File: src/rtl/axil_line_pkg.sv
// Shared types and constants for the AXI-Lite line slave.
// Holds the FSM state enum, the AXI response codes and the line geometry
// (64-byte lines carried as 16 beats of 32 bits).
package axil_line_pkg;

    typedef enum logic [2:0] {
        IDLE,
        WR_BEATS,
        WR_RESP,
        RD_WAIT,
        RD_BEATS,
        RD_RESP
    } state_e;

    localparam logic [1:0] RESP_OKAY   = 2'b00;
    localparam logic [1:0] RESP_SLVERR = 2'b10;

    localparam int unsigned LINE_BYTES = 64;
    localparam int unsigned BEATS      = 16;

    localparam int unsigned ADDR_W = 24;
    localparam int unsigned DATA_W = 512;
    localparam int unsigned WORD_W = 32;

    // Byte-offset bits ignored inside a line, and the beat counter width.
    localparam int unsigned OFS_W  = $clog2(LINE_BYTES);
    localparam int unsigned BEAT_W = $clog2(BEATS);

    localparam logic [BEAT_W-1:0] LAST_BEAT = BEAT_W'(BEATS - 1);

endpackage

File: src/rtl/axil_line_if.sv
// AXI-Lite channel bundle for 512-bit line transfers with 24-bit addresses.
// Modports:
//   master - drives aw/w/ar requests and bready/rready
//   slave  - drives the readies and the b/r responses
interface axil_line_if;
    import axil_line_pkg::*;

    logic [ADDR_W-1:0] awaddr;
    logic              awvalid;
    logic              awready;

    logic [DATA_W-1:0] wdata;
    logic              wvalid;
    logic              wready;

    logic [1:0]        bresp;
    logic              bvalid;
    logic              bready;

    logic [ADDR_W-1:0] araddr;
    logic              arvalid;
    logic              arready;

    logic [DATA_W-1:0] rdata;
    logic [1:0]        rresp;
    logic              rvalid;
    logic              rready;

    modport master (
        output awaddr, awvalid, wdata, wvalid, bready, araddr, arvalid, rready,
        input  awready, wready, bresp, bvalid, arready, rdata, rresp, rvalid
    );

    modport slave (
        input  awaddr, awvalid, wdata, wvalid, bready, araddr, arvalid, rready,
        output awready, wready, bresp, bvalid, arready, rdata, rresp, rvalid
    );

endinterface

File: src/rtl/line_serdes.sv
// 16x32 shift register shared by write serialisation and read assembly.
// Ports:
//   clk_i, rst_ni - clock, asynchronous active-low reset
//   load_i        - parallel load of load_data_i (write acceptance)
//   shift_i       - shift one word toward bit 0, fill_i entering at the top
//   word_o        - lowest word (the beat currently being written)
//   line_o        - whole register (assembled read line)
module line_serdes
    import axil_line_pkg::*;
(
    input  logic              clk_i,
    input  logic              rst_ni,
    input  logic              load_i,
    input  logic [DATA_W-1:0] load_data_i,
    input  logic              shift_i,
    input  logic [WORD_W-1:0] fill_i,
    output logic [WORD_W-1:0] word_o,
    output logic [DATA_W-1:0] line_o
);

    logic [DATA_W-1:0] sr_q, sr_d;

    // Beat 0 leaves first on writes; on reads, after 16 shifts the first
    // captured word has travelled down to bits [31:0].
    always_comb begin
        sr_d = sr_q;
        if (load_i) begin
            sr_d = load_data_i;
        end else if (shift_i) begin
            sr_d = {fill_i, sr_q[DATA_W-1:WORD_W]};
        end
    end

    always_ff @(posedge clk_i or negedge rst_ni) begin
        if (!rst_ni) begin
            sr_q <= '0;
        end else begin
            sr_q <= sr_d;
        end
    end

    assign word_o = sr_q[WORD_W-1:0];
    assign line_o = sr_q;

endmodule

File: src/rtl/axil_line_slave.sv
// AXI-Lite slave storing 512-bit lines as 16 consecutive 32-bit SRAM words.
// One transaction in flight; writes win over reads when both are pending.
// Ports:
//   clk, rst_n       - clock, asynchronous active-low reset
//   bus              - axil_line_if slave modport (aw/w/b/ar/r channels)
//   mem_we, mem_addr - SRAM write enable, word address {line, beat}
//   mem_wdata        - SRAM write data
//   mem_rdata        - SRAM read data, valid one cycle after mem_addr
// Build option: AXIL_LINE_RANGE_CHK_EN - reject addresses above the stored
// range with SLVERR instead of aliasing them onto a stored line.
module axil_line_slave
    import axil_line_pkg::*;
#(
    parameter int unsigned LINE_AW = 10
) (
    input  logic                 clk,
    input  logic                 rst_n,
    axil_line_if.slave           bus,
    output logic                 mem_we,
    output logic [LINE_AW+3:0]   mem_addr,
    output logic [WORD_W-1:0]    mem_wdata,
    input  logic [WORD_W-1:0]    mem_rdata
);

    state_e              state_q, state_d;
    logic [BEAT_W-1:0]   beat_q, beat_d;
    logic [LINE_AW-1:0]  line_q, line_d;
    logic                err_q, err_d;

    logic                wr_req, rd_req;
    logic                aw_err, ar_err;
    logic                awready, wready, arready;
    logic                ser_load, ser_shift;
    logic [WORD_W-1:0]   ser_fill;
    logic [WORD_W-1:0]   ser_word;
    logic [DATA_W-1:0]   ser_line;

    // Gated by rst_n so the readies stay low during reset even with valids up.
    assign wr_req = rst_n & bus.awvalid & bus.wvalid;
    assign rd_req = rst_n & bus.arvalid;

`ifdef AXIL_LINE_RANGE_CHK_EN
    assign aw_err = |bus.awaddr[ADDR_W-1:LINE_AW+OFS_W];
    assign ar_err = |bus.araddr[ADDR_W-1:LINE_AW+OFS_W];
`else
    assign aw_err = 1'b0;
    assign ar_err = 1'b0;
`endif

    // Byte offset always ignored; upper bits ignored when range checking is off.
    logic unused_addr;
    assign unused_addr = ^{bus.awaddr[OFS_W-1:0], bus.araddr[OFS_W-1:0],
                           bus.awaddr[ADDR_W-1:LINE_AW+OFS_W],
                           bus.araddr[ADDR_W-1:LINE_AW+OFS_W]};

    always_comb begin
        state_d   = state_q;
        beat_d    = beat_q;
        line_d    = line_q;
        err_d     = err_q;
        awready   = 1'b0;
        wready    = 1'b0;
        arready   = 1'b0;
        ser_load  = 1'b0;
        ser_shift = 1'b0;
        ser_fill  = '0;

        unique case (state_q)
            IDLE: begin
                if (wr_req) begin
                    awready = 1'b1;
                    wready  = 1'b1;
                    line_d  = bus.awaddr[LINE_AW+OFS_W-1:OFS_W];
                    err_d   = aw_err;
                    beat_d  = '0;
                    if (aw_err) begin
                        state_d = WR_RESP;
                    end else begin
                        ser_load = 1'b1;
                        state_d  = WR_BEATS;
                    end
                end else if (rd_req) begin
                    arready = 1'b1;
                    line_d  = bus.araddr[LINE_AW+OFS_W-1:OFS_W];
                    err_d   = ar_err;
                    beat_d  = '0;
                    state_d = ar_err ? RD_RESP : RD_WAIT;
                end
            end
            WR_BEATS: begin
                ser_shift = 1'b1;
                beat_d    = beat_q + 1'b1;
                if (beat_q == LAST_BEAT) begin
                    state_d = WR_RESP;
                end
            end
            WR_RESP: begin
                if (bus.bready) begin
                    state_d = IDLE;
                end
            end
            // Beat 0 address goes out here; its data returns next cycle.
            RD_WAIT: begin
                beat_d  = beat_q + 1'b1;
                state_d = RD_BEATS;
            end
            // Captures the word addressed one cycle earlier. The counter has
            // wrapped to 0 on the cycle that captures beat 15.
            RD_BEATS: begin
                ser_shift = 1'b1;
                ser_fill  = mem_rdata;
                beat_d    = beat_q + 1'b1;
                if (beat_q == '0) begin
                    state_d = RD_RESP;
                end
            end
            RD_RESP: begin
                if (bus.rready) begin
                    state_d = IDLE;
                end
            end
            default: state_d = IDLE;
        endcase
    end

    always_ff @(posedge clk or negedge rst_n) begin
        if (!rst_n) begin
            state_q <= IDLE;
            beat_q  <= '0;
            line_q  <= '0;
            err_q   <= 1'b0;
        end else begin
            state_q <= state_d;
            beat_q  <= beat_d;
            line_q  <= line_d;
            err_q   <= err_d;
        end
    end

    line_serdes u_serdes (
        .clk_i       (clk),
        .rst_ni      (rst_n),
        .load_i      (ser_load),
        .load_data_i (bus.wdata),
        .shift_i     (ser_shift),
        .fill_i      (ser_fill),
        .word_o      (ser_word),
        .line_o      (ser_line)
    );

    assign bus.awready = awready;
    assign bus.wready  = wready;
    assign bus.arready = arready;

    assign bus.bvalid  = (state_q == WR_RESP);
    assign bus.bresp   = (state_q == WR_RESP && err_q) ? RESP_SLVERR : RESP_OKAY;
    assign bus.rvalid  = (state_q == RD_RESP);
    assign bus.rresp   = (state_q == RD_RESP && err_q) ? RESP_SLVERR : RESP_OKAY;
    assign bus.rdata   = (state_q == RD_RESP && !err_q) ? ser_line : '0;

    assign mem_we    = (state_q == WR_BEATS);
    assign mem_addr  = {line_q, beat_q};
    assign mem_wdata = ser_word;

endmodule

File: src/flat_wrapper.sv
// flat-port wrapper written by rule: the top's interface ports become plain ports
module axil_line_slave_flat import axil_line_pkg::*;
#(
    parameter int unsigned LINE_AW = 10
)
  (clk, rst_n, mem_we, mem_addr, mem_wdata, mem_rdata, bus_awaddr, bus_awvalid, bus_wdata, bus_wvalid, bus_bready, bus_araddr, bus_arvalid, bus_rready, bus_awready, bus_wready, bus_bresp, bus_bvalid, bus_arready, bus_rdata, bus_rresp, bus_rvalid);
  axil_line_if bus_i ();
  input  logic clk;
  input  logic rst_n;
  output logic mem_we;
  output logic [LINE_AW+3:0] mem_addr;
  output logic [WORD_W-1:0] mem_wdata;
  input  logic [WORD_W-1:0] mem_rdata;
  input wire logic [$bits(bus_i.awaddr)-1:0] bus_awaddr;
  input wire logic [$bits(bus_i.awvalid)-1:0] bus_awvalid;
  input wire logic [$bits(bus_i.wdata)-1:0] bus_wdata;
  input wire logic [$bits(bus_i.wvalid)-1:0] bus_wvalid;
  input wire logic [$bits(bus_i.bready)-1:0] bus_bready;
  input wire logic [$bits(bus_i.araddr)-1:0] bus_araddr;
  input wire logic [$bits(bus_i.arvalid)-1:0] bus_arvalid;
  input wire logic [$bits(bus_i.rready)-1:0] bus_rready;
  output wire logic [$bits(bus_i.awready)-1:0] bus_awready;
  output wire logic [$bits(bus_i.wready)-1:0] bus_wready;
  output wire logic [$bits(bus_i.bresp)-1:0] bus_bresp;
  output wire logic [$bits(bus_i.bvalid)-1:0] bus_bvalid;
  output wire logic [$bits(bus_i.arready)-1:0] bus_arready;
  output wire logic [$bits(bus_i.rdata)-1:0] bus_rdata;
  output wire logic [$bits(bus_i.rresp)-1:0] bus_rresp;
  output wire logic [$bits(bus_i.rvalid)-1:0] bus_rvalid;
  assign bus_i.awaddr = bus_awaddr;
  assign bus_i.awvalid = bus_awvalid;
  assign bus_i.wdata = bus_wdata;
  assign bus_i.wvalid = bus_wvalid;
  assign bus_i.bready = bus_bready;
  assign bus_i.araddr = bus_araddr;
  assign bus_i.arvalid = bus_arvalid;
  assign bus_i.rready = bus_rready;
  assign bus_awready = bus_i.awready;
  assign bus_wready = bus_i.wready;
  assign bus_bresp = bus_i.bresp;
  assign bus_bvalid = bus_i.bvalid;
  assign bus_arready = bus_i.arready;
  assign bus_rdata = bus_i.rdata;
  assign bus_rresp = bus_i.rresp;
  assign bus_rvalid = bus_i.rvalid;
  axil_line_slave #(.LINE_AW(LINE_AW)) u_core (.clk(clk), .rst_n(rst_n), .bus(bus_i), .mem_we(mem_we), .mem_addr(mem_addr), .mem_wdata(mem_wdata), .mem_rdata(mem_rdata));
endmodule
File: config.mk
export PLATFORM = sky130hd
export DESIGN_NAME = axil_line_slave_flat
export DESIGN_NICKNAME = d
export VERILOG_FILES = /design/src/rtl/axil_line_pkg.sv /design/src/rtl/axil_line_if.sv /design/src/rtl/line_serdes.sv /design/src/rtl/axil_line_slave.sv /design/src/flat_wrapper.sv
export SDC_FILE = /design/constraint.sdc
export NUM_CORES = 1
export LEC_CHECK = 0
export ABC_AREA = 1
export CAP_MARGIN = 20
export CORE_AREA = 2 2 452 454
export DETAILED_ROUTE_END_ITERATION = 12
export DIE_AREA = 0 0 454 456
export GPL_TIMING_DRIVEN = 0
export PLACE_DENSITY = 0.44
export SLEW_MARGIN = 20
export SYNTH_ARGS = -nofsm -noshare
export SYNTH_HDL_FRONTEND = slang
export SYNTH_HIERARCHICAL = 1
export SYNTH_SLANG_ARGS = --single-unit
File: constraint.sdc
create_clock -name clk -period 2.3 [get_ports clk]
set_input_delay 0.575 -clock clk [delete_from_list [all_inputs] [get_ports clk]]
set_output_delay 0.575 -clock clk [all_outputs]
set_load 0.01 [all_outputs]
After elaboration in Yosys (flattened, before gate mapping)
Index checks and enable logic that the tools add are counted.

Output and inout port bits: 568. Bits in registers: 530. Input port bits: 599.

Bitwise gates (word level): 3. Mux-type cells: 26. $add $sub $neg: 1. Reduce and logical (&&, ||, !) cells: 14. Equality and inequality tests: 11.

Operator list (number): $mux W512 (3); $mux W32 (1); $mux W10 (2); $mux W3 (6); $pmux W3 S6 (1); $mux W1 (8); $mux W4 (2); $pmux W4 S2 (1); $eq A3 B2 Y1 const B (2); $eq A3 B3 Y1 const B (2); $reduce_bool A2 Y1 (3); $reduce_and A5 Y1 (1); $add A4 B1 Y4 const B (1); $eq A4 B4 Y1 const B (1); $logic_not A4 Y1 (1); $mux W2 (2); $ne A2 B1 Y1 const B (2); $ne A2 B2 Y1 const B (2); $reduce_and A2 Y1 (2); $and A1 B1 Y1 (3); $eq A3 B1 Y1 const B (1); $logic_and A1 B1 Y1 (3); $logic_not A3 Y1 (1); $ne A3 B1 Y1 const B (1); 3 further kinds (3).

Depth between registers and ports, before layout
Gate-level depths: netlist (run 1).

Word-level depth: 5. Depth in mapped cells: 10. Gate-level depth less buffers: 9.

Cells and area by module
The synthesis (run 1) kept the hierarchy.

By module, submodules not included: line_serdes (area each 23147.2 um^2, cells each 2820, times used 1); axil_line_slave (area each 5657.9 um^2, cells each 1290, times used 1).

Least setup slack after synthesis (run 1)
Ideal clock, no wire load.

Path type: input to register. From: input bus_wvalid. To: register u_core.u_serdes.sr_q[439] (netlist: u_core/u_serdes/line_o[439]). Arrival time: 1.984 ns. Cell stages on the path: 8. Setup slack: 0.248 ns. Path through: nand3_1 -> clkbuf_1 -> nor2_1 -> buf_4 -> buf_2 -> clkbuf_1 -> nand2_1 -> nand3_1.

Word-level cells in the longest chain between the ends: 4. Elaborated cells on any way between the ends: 5. Classes of those cells: 3 x mux; 1 x bitwise; 1 x reduce/logical.

RTL lines: from (decl) (line flat_wrapper.sv:17) `input wire logic [$bits(bus_i.wvalid)-1:0] bus_wvalid;`; $and A1 B1 Y1 * (line axil_line_slave.sv:39) `assign wr_req = rst_n & bus.awvalid & bus.wvalid;`; $mux W1 * (line axil_line_slave.sv:70) `if (wr_req) begin`; $mux W1 * (line axil_line_slave.sv:68) `unique case (state_q)`; via bus_awready (line flat_wrapper.sv:22) `output wire logic [$bits(bus_i.awready)-1:0] bus_awready;`; $mux W512 / $reduce_bool A2 Y1 (equally long branches); to (signal assigned) (line line_serdes.sv:38) `sr_q <= sr_d;`; to (decl) (line line_serdes.sv:21) `logic [DATA_W-1:0] sr_q, sr_d;`.

The timed path passes the listed nets; every way through them passes the cells marked *. A chain may end at the register's enable or synchronous reset.

Final worst setup path (run 1)
From: register u_core.state_q[2]. To: register u_core.u_serdes.sr_q[246] (netlist: u_core/u_serdes/line_o[246]).

Word-level cells in the longest chain between the ends: 4. Elaborated cells on any way between the ends: 8. Classes of those cells: 2 x eq/ne; 3 x mux; 3 x reduce/logical.

RTL lines: from (decl) (line axil_line_slave.sv:25) `state_e state_q, state_d;`; from (signal assigned) (line axil_line_slave.sv:133) `state_q <= state_d;`; $eq A3 B1 Y1 / $eq A3 B3 Y1 (equally long branches) (line axil_line_slave.sv:68); $reduce_or A2 Y1 (no line); $mux W1 (line axil_line_slave.sv:68); $reduce_bool A2 Y1 (no line).

Several ways; a longest one is shown, not always the timed one.

==> results of run 1 <==
state kept, by name, indices dropped and copies added, names as in the netlist:
register                flops
u_core/beat_q               4
u_core/line_q              10
u_core/state_q              3
u_core/u_serdes/line_o    512
per-stage QoR:
| step | cells | utilization | TNS (ns) | power (mW) | area [sq um] |
|---|---|---|---|---|---|
| floorplan | 4113 | - | 0 | 25.6 | 28800 |
| global placement | 7919 | 0.216 | - | 37.5 | 43500 |
| detailed placement | 7926 | 0.217 | -1663.17 | 36.7 | 43700 |
| CTS | 8094 | 0.235 | -531.89 | 50.8 | 47300 |
| global route | 8106 | 0.230 | -541.32 | 53.6 | 46400 |
| finish | 8111 | 0.230 | -422.85 | 50.5 | 46500 |
final timing paths:
kind	start	end	cells past startpoint	slack, ns
min	rst_n	u_core/u_serdes/line_o[316]	2	0.06
min in group clk	bus_wdata[210]	u_core/u_serdes/line_o[210]	3	0.43
max in group asynchronous	rst_n	u_core/u_serdes/line_o[94]	5	0.46
max reg2reg	u_core/state_q[2]	u_core/u_serdes/line_o[246]	15	-0.59
min reg2reg	u_core/line_q[8]	u_core/line_q[8]	2	0.49
max	u_core/state_q[2]	u_core/u_serdes/line_o[246]	15	-0.59
critical path: cells and delay by family (launching register included):
kind	cells	cell delay, ns
simple gates	4	0.60
buf+inv	11	1.80
flops	1	0.38
what timing repair did:
action / in CTS / in global routing
hold buffers: 5 / 0
gates cloned: 12 / 1
endpoints found under the setup margin: 1074 / 1066
endpoints found under the hold margin: 133 / 0
buffers inserted: 23 / 0
pin swaps: 5 / 7
resized for setup: 1077 / 1212
synthesized netlist by cell type:
| cell type | count | area, sq um |
|---|---|---|
| buf_1 | 9 | 33.8 |
| xor2_1 | 1 | 8.76 |
| nor2_8 | 1 | 20.0 |
| o21ai_0 | 10 | 50.1 |
| buf_4 | 41 | 308 |
| clkbuf_1 | 32 | 120 |
| conb_1 | 1 | 3.75 |
| dfrtp_1 | 529 | 13200 |
| buf_2 | 198 | 991 |
| o21ai_1 | 11 | 55.1 |
| xnor2_1 | 1 | 8.76 |
| nand3_1 | 1033 | 5170 |
| nor2_4 | 1 | 11.3 |
| clkbuf_4 | 1 | 7.51 |
| inv_1 | 564 | 2120 |
| nand2_2 | 1 | 6.26 |
| ha_1 | 2 | 25.0 |
| a21oi_1 | 1 | 5.00 |
| inv_2 | 3 | 11.3 |
| buf_6 | 45 | 507 |
| nor2_2 | 1 | 6.26 |
| nand2_1 | 1066 | 4000 |
| nor2_1 | 555 | 2080 |
| o22ai_1 | 2 | 12.5 |
| nor3_1 | 1 | 5.00 |
layer usage:
metal | vias to the layer above | track usage
met5 | - | 0
met4 | 48 | 0.0641
met3 | 283 | 0.0425
met2 | 1291 | 0.354
met1 | 16400 | 0.238
li1 | 15200 | -
power by group through the flow:
stage                     combinational (mW)  clock (mW)  sequential [mW]
after floorplan                         10.8           0             14.7
after global placement                  19.3           0             18.2
after detailed placement                19.2           0             17.6
after CTS                               20.9        12.5             17.4
after global routing                    23.1        12.8             17.7
final                                   21.1        12.1             17.3
final cells by class:
cell class | count | area, sq um | area share
tap | 2672 | 3340 | 0.0720
multi-input combinational | 2691 | 12400 | 0.267
inverter | 567 | 2160 | 0.0464
buffer | 326 | 2520 | 0.0542
sequential | 529 | 13200 | 0.285
clock buffer | 103 | 2120 | 0.0457
timing repair buffer | 1181 | 10300 | 0.222
clock inverter | 25 | 329 | 0.00708
timing repair inverter | 1 | 11.3 | 0.000242
antenna | 16 | 40.0 | 0.000862
cells by family after synthesis:
family	share of synthesized area
other	0.000130
adders and majority gates	0.000869
buffers and inverters	0.142
DFF	0.460
xor gates and xnor gates	0.000608
and+or+nand+nor	0.392
AOI/OAI and AO/OA	0.00426
==> results_dict.tcl, run 1 <==
set metrics [dict create \
    run_status "complete, but fails checks" \
    violations "setup timing" \
    cpMostUsedCell "buf_6" \
    grt_overflow 0 \
    die_h_um 456 \
    seq_area_frac_synth 0.460 \
    clkSlewWorstSetupHoldPaths_ns 0.06 \
    dr.pass1.iters 6 \
    avgSynthCellArea_sq_um 7.01 \
    worstPathMaxFanout 10 \
    port_buffers 1134 \
    clkPwrFrac 0.240 \
    clock_skew_ns 0.0406 \
    drc 0 \
    period_share 1.25 \
    final_cell_mix "nand2_1, nand3_1, clkdlybuf4s50_1" \
    ant_nets 0 \
    core_sq_um 202000 \
    critPathRequiredTime_ns 2.94 \
    routed_via_density 4.11 \
    tightestPinTransition_ns 1.23 \
    grt_pass1_wl_um 286000 \
    cts_tree "built" \
    rsz0062_at_grt "true" \
    fillCellCount 22900 \
    syn_area_sq_um 28800 \
    clk_latency_ns 0.72 \
    ys.warnings.count 6 \
    ioPinCount 1167 \
    cpPeakStageDelay_ns 0.39 \
    grt_pass1_vias 33400 \
    drt_first_iter_violations 2985 \
    wl_met1_um 85000 \
    path_cells "buf_4 > inv_2 > nand2_2 > nor2_4 > buf_6 > buf_6 > buf_6 > buf_6 > buf_12 > buf_8 > inv_12 > buf_2 > buf_2 > nand3_1 > nand3_1" \
    globalplace.congestion 0.941 \
    p_sw_frac 0.458 \
    start_kind "flop" \
    grt_max_degree 83 \
    power.net_switching_mw 23.1 \
    numCtsBuffers 75 \
    h-tree-depth 3 \
    clock_sinks 529 \
    met2WireLength_um 108000 \
    dr_wl_met3_um 13600 \
    dieArea_sq_um 207000 \
    intPower_mw 27.4 \
    grt_use_total 0.200 \
    p_leak_nw 21.6 \
    row_count 165 \
    fin_nets 5973 \
    p_per_area_nw_per_um2 1090 \
    cpMaxStageDelayCell "buf_2" \
    synthCells 4110 \
    area_growth_pct 61.3 \
    initial_core_util 0.143 \
    holdWs_ns 0.0629 \
    slew_headroom 0.173 \
    ctsRootBufferMaster "clkbuf_16" \
    wl_per_cell_um 26.3 \
    totalWireLength_um 214000 \
    fmax_mhz 347 \
    ys_types 25 \
    cap_violations 0 \
    path_class "reg -> reg" \
    highest_layer "met5" \
    place_hpwl_um 174000 \
    layout_min_cycle_time_ns 2.89 \
    drive_gt1_frac 0.205 \
    pre_cts_ws_ns -3.02 \
    worst_setup_path_end_kind "flop" \
    fp.dieW_um 454 \
    finalSetupViolations 1063 \
    antenna_found_initial 53 \
    comb_power_share 0.417 \
    ys_ff_latch 529 \
    min_path_type "in -> async" \
    seqPwrFrac 0.343 \
    setup_slack_ns -0.586 \
    maxSlewViolCount 0 \
    ir_drop_uv 534 \
    final-hold-violation-count 0 \
    layout_commonest_cell "nand2_1" \
    cp_data_arrival_time_ns 3.53 \
    cts_buffer_depth 3 \
    vias 33300 \
]
Power figures use the tool's default switching activity.
==> inputs of run 2 (changes only) <==
ABC_CLOCK_PERIOD_IN_PS = 2300   (was unset)
==> results of run 2 <==
No change in the layout: final DEF, timing and power equal those of run 1.
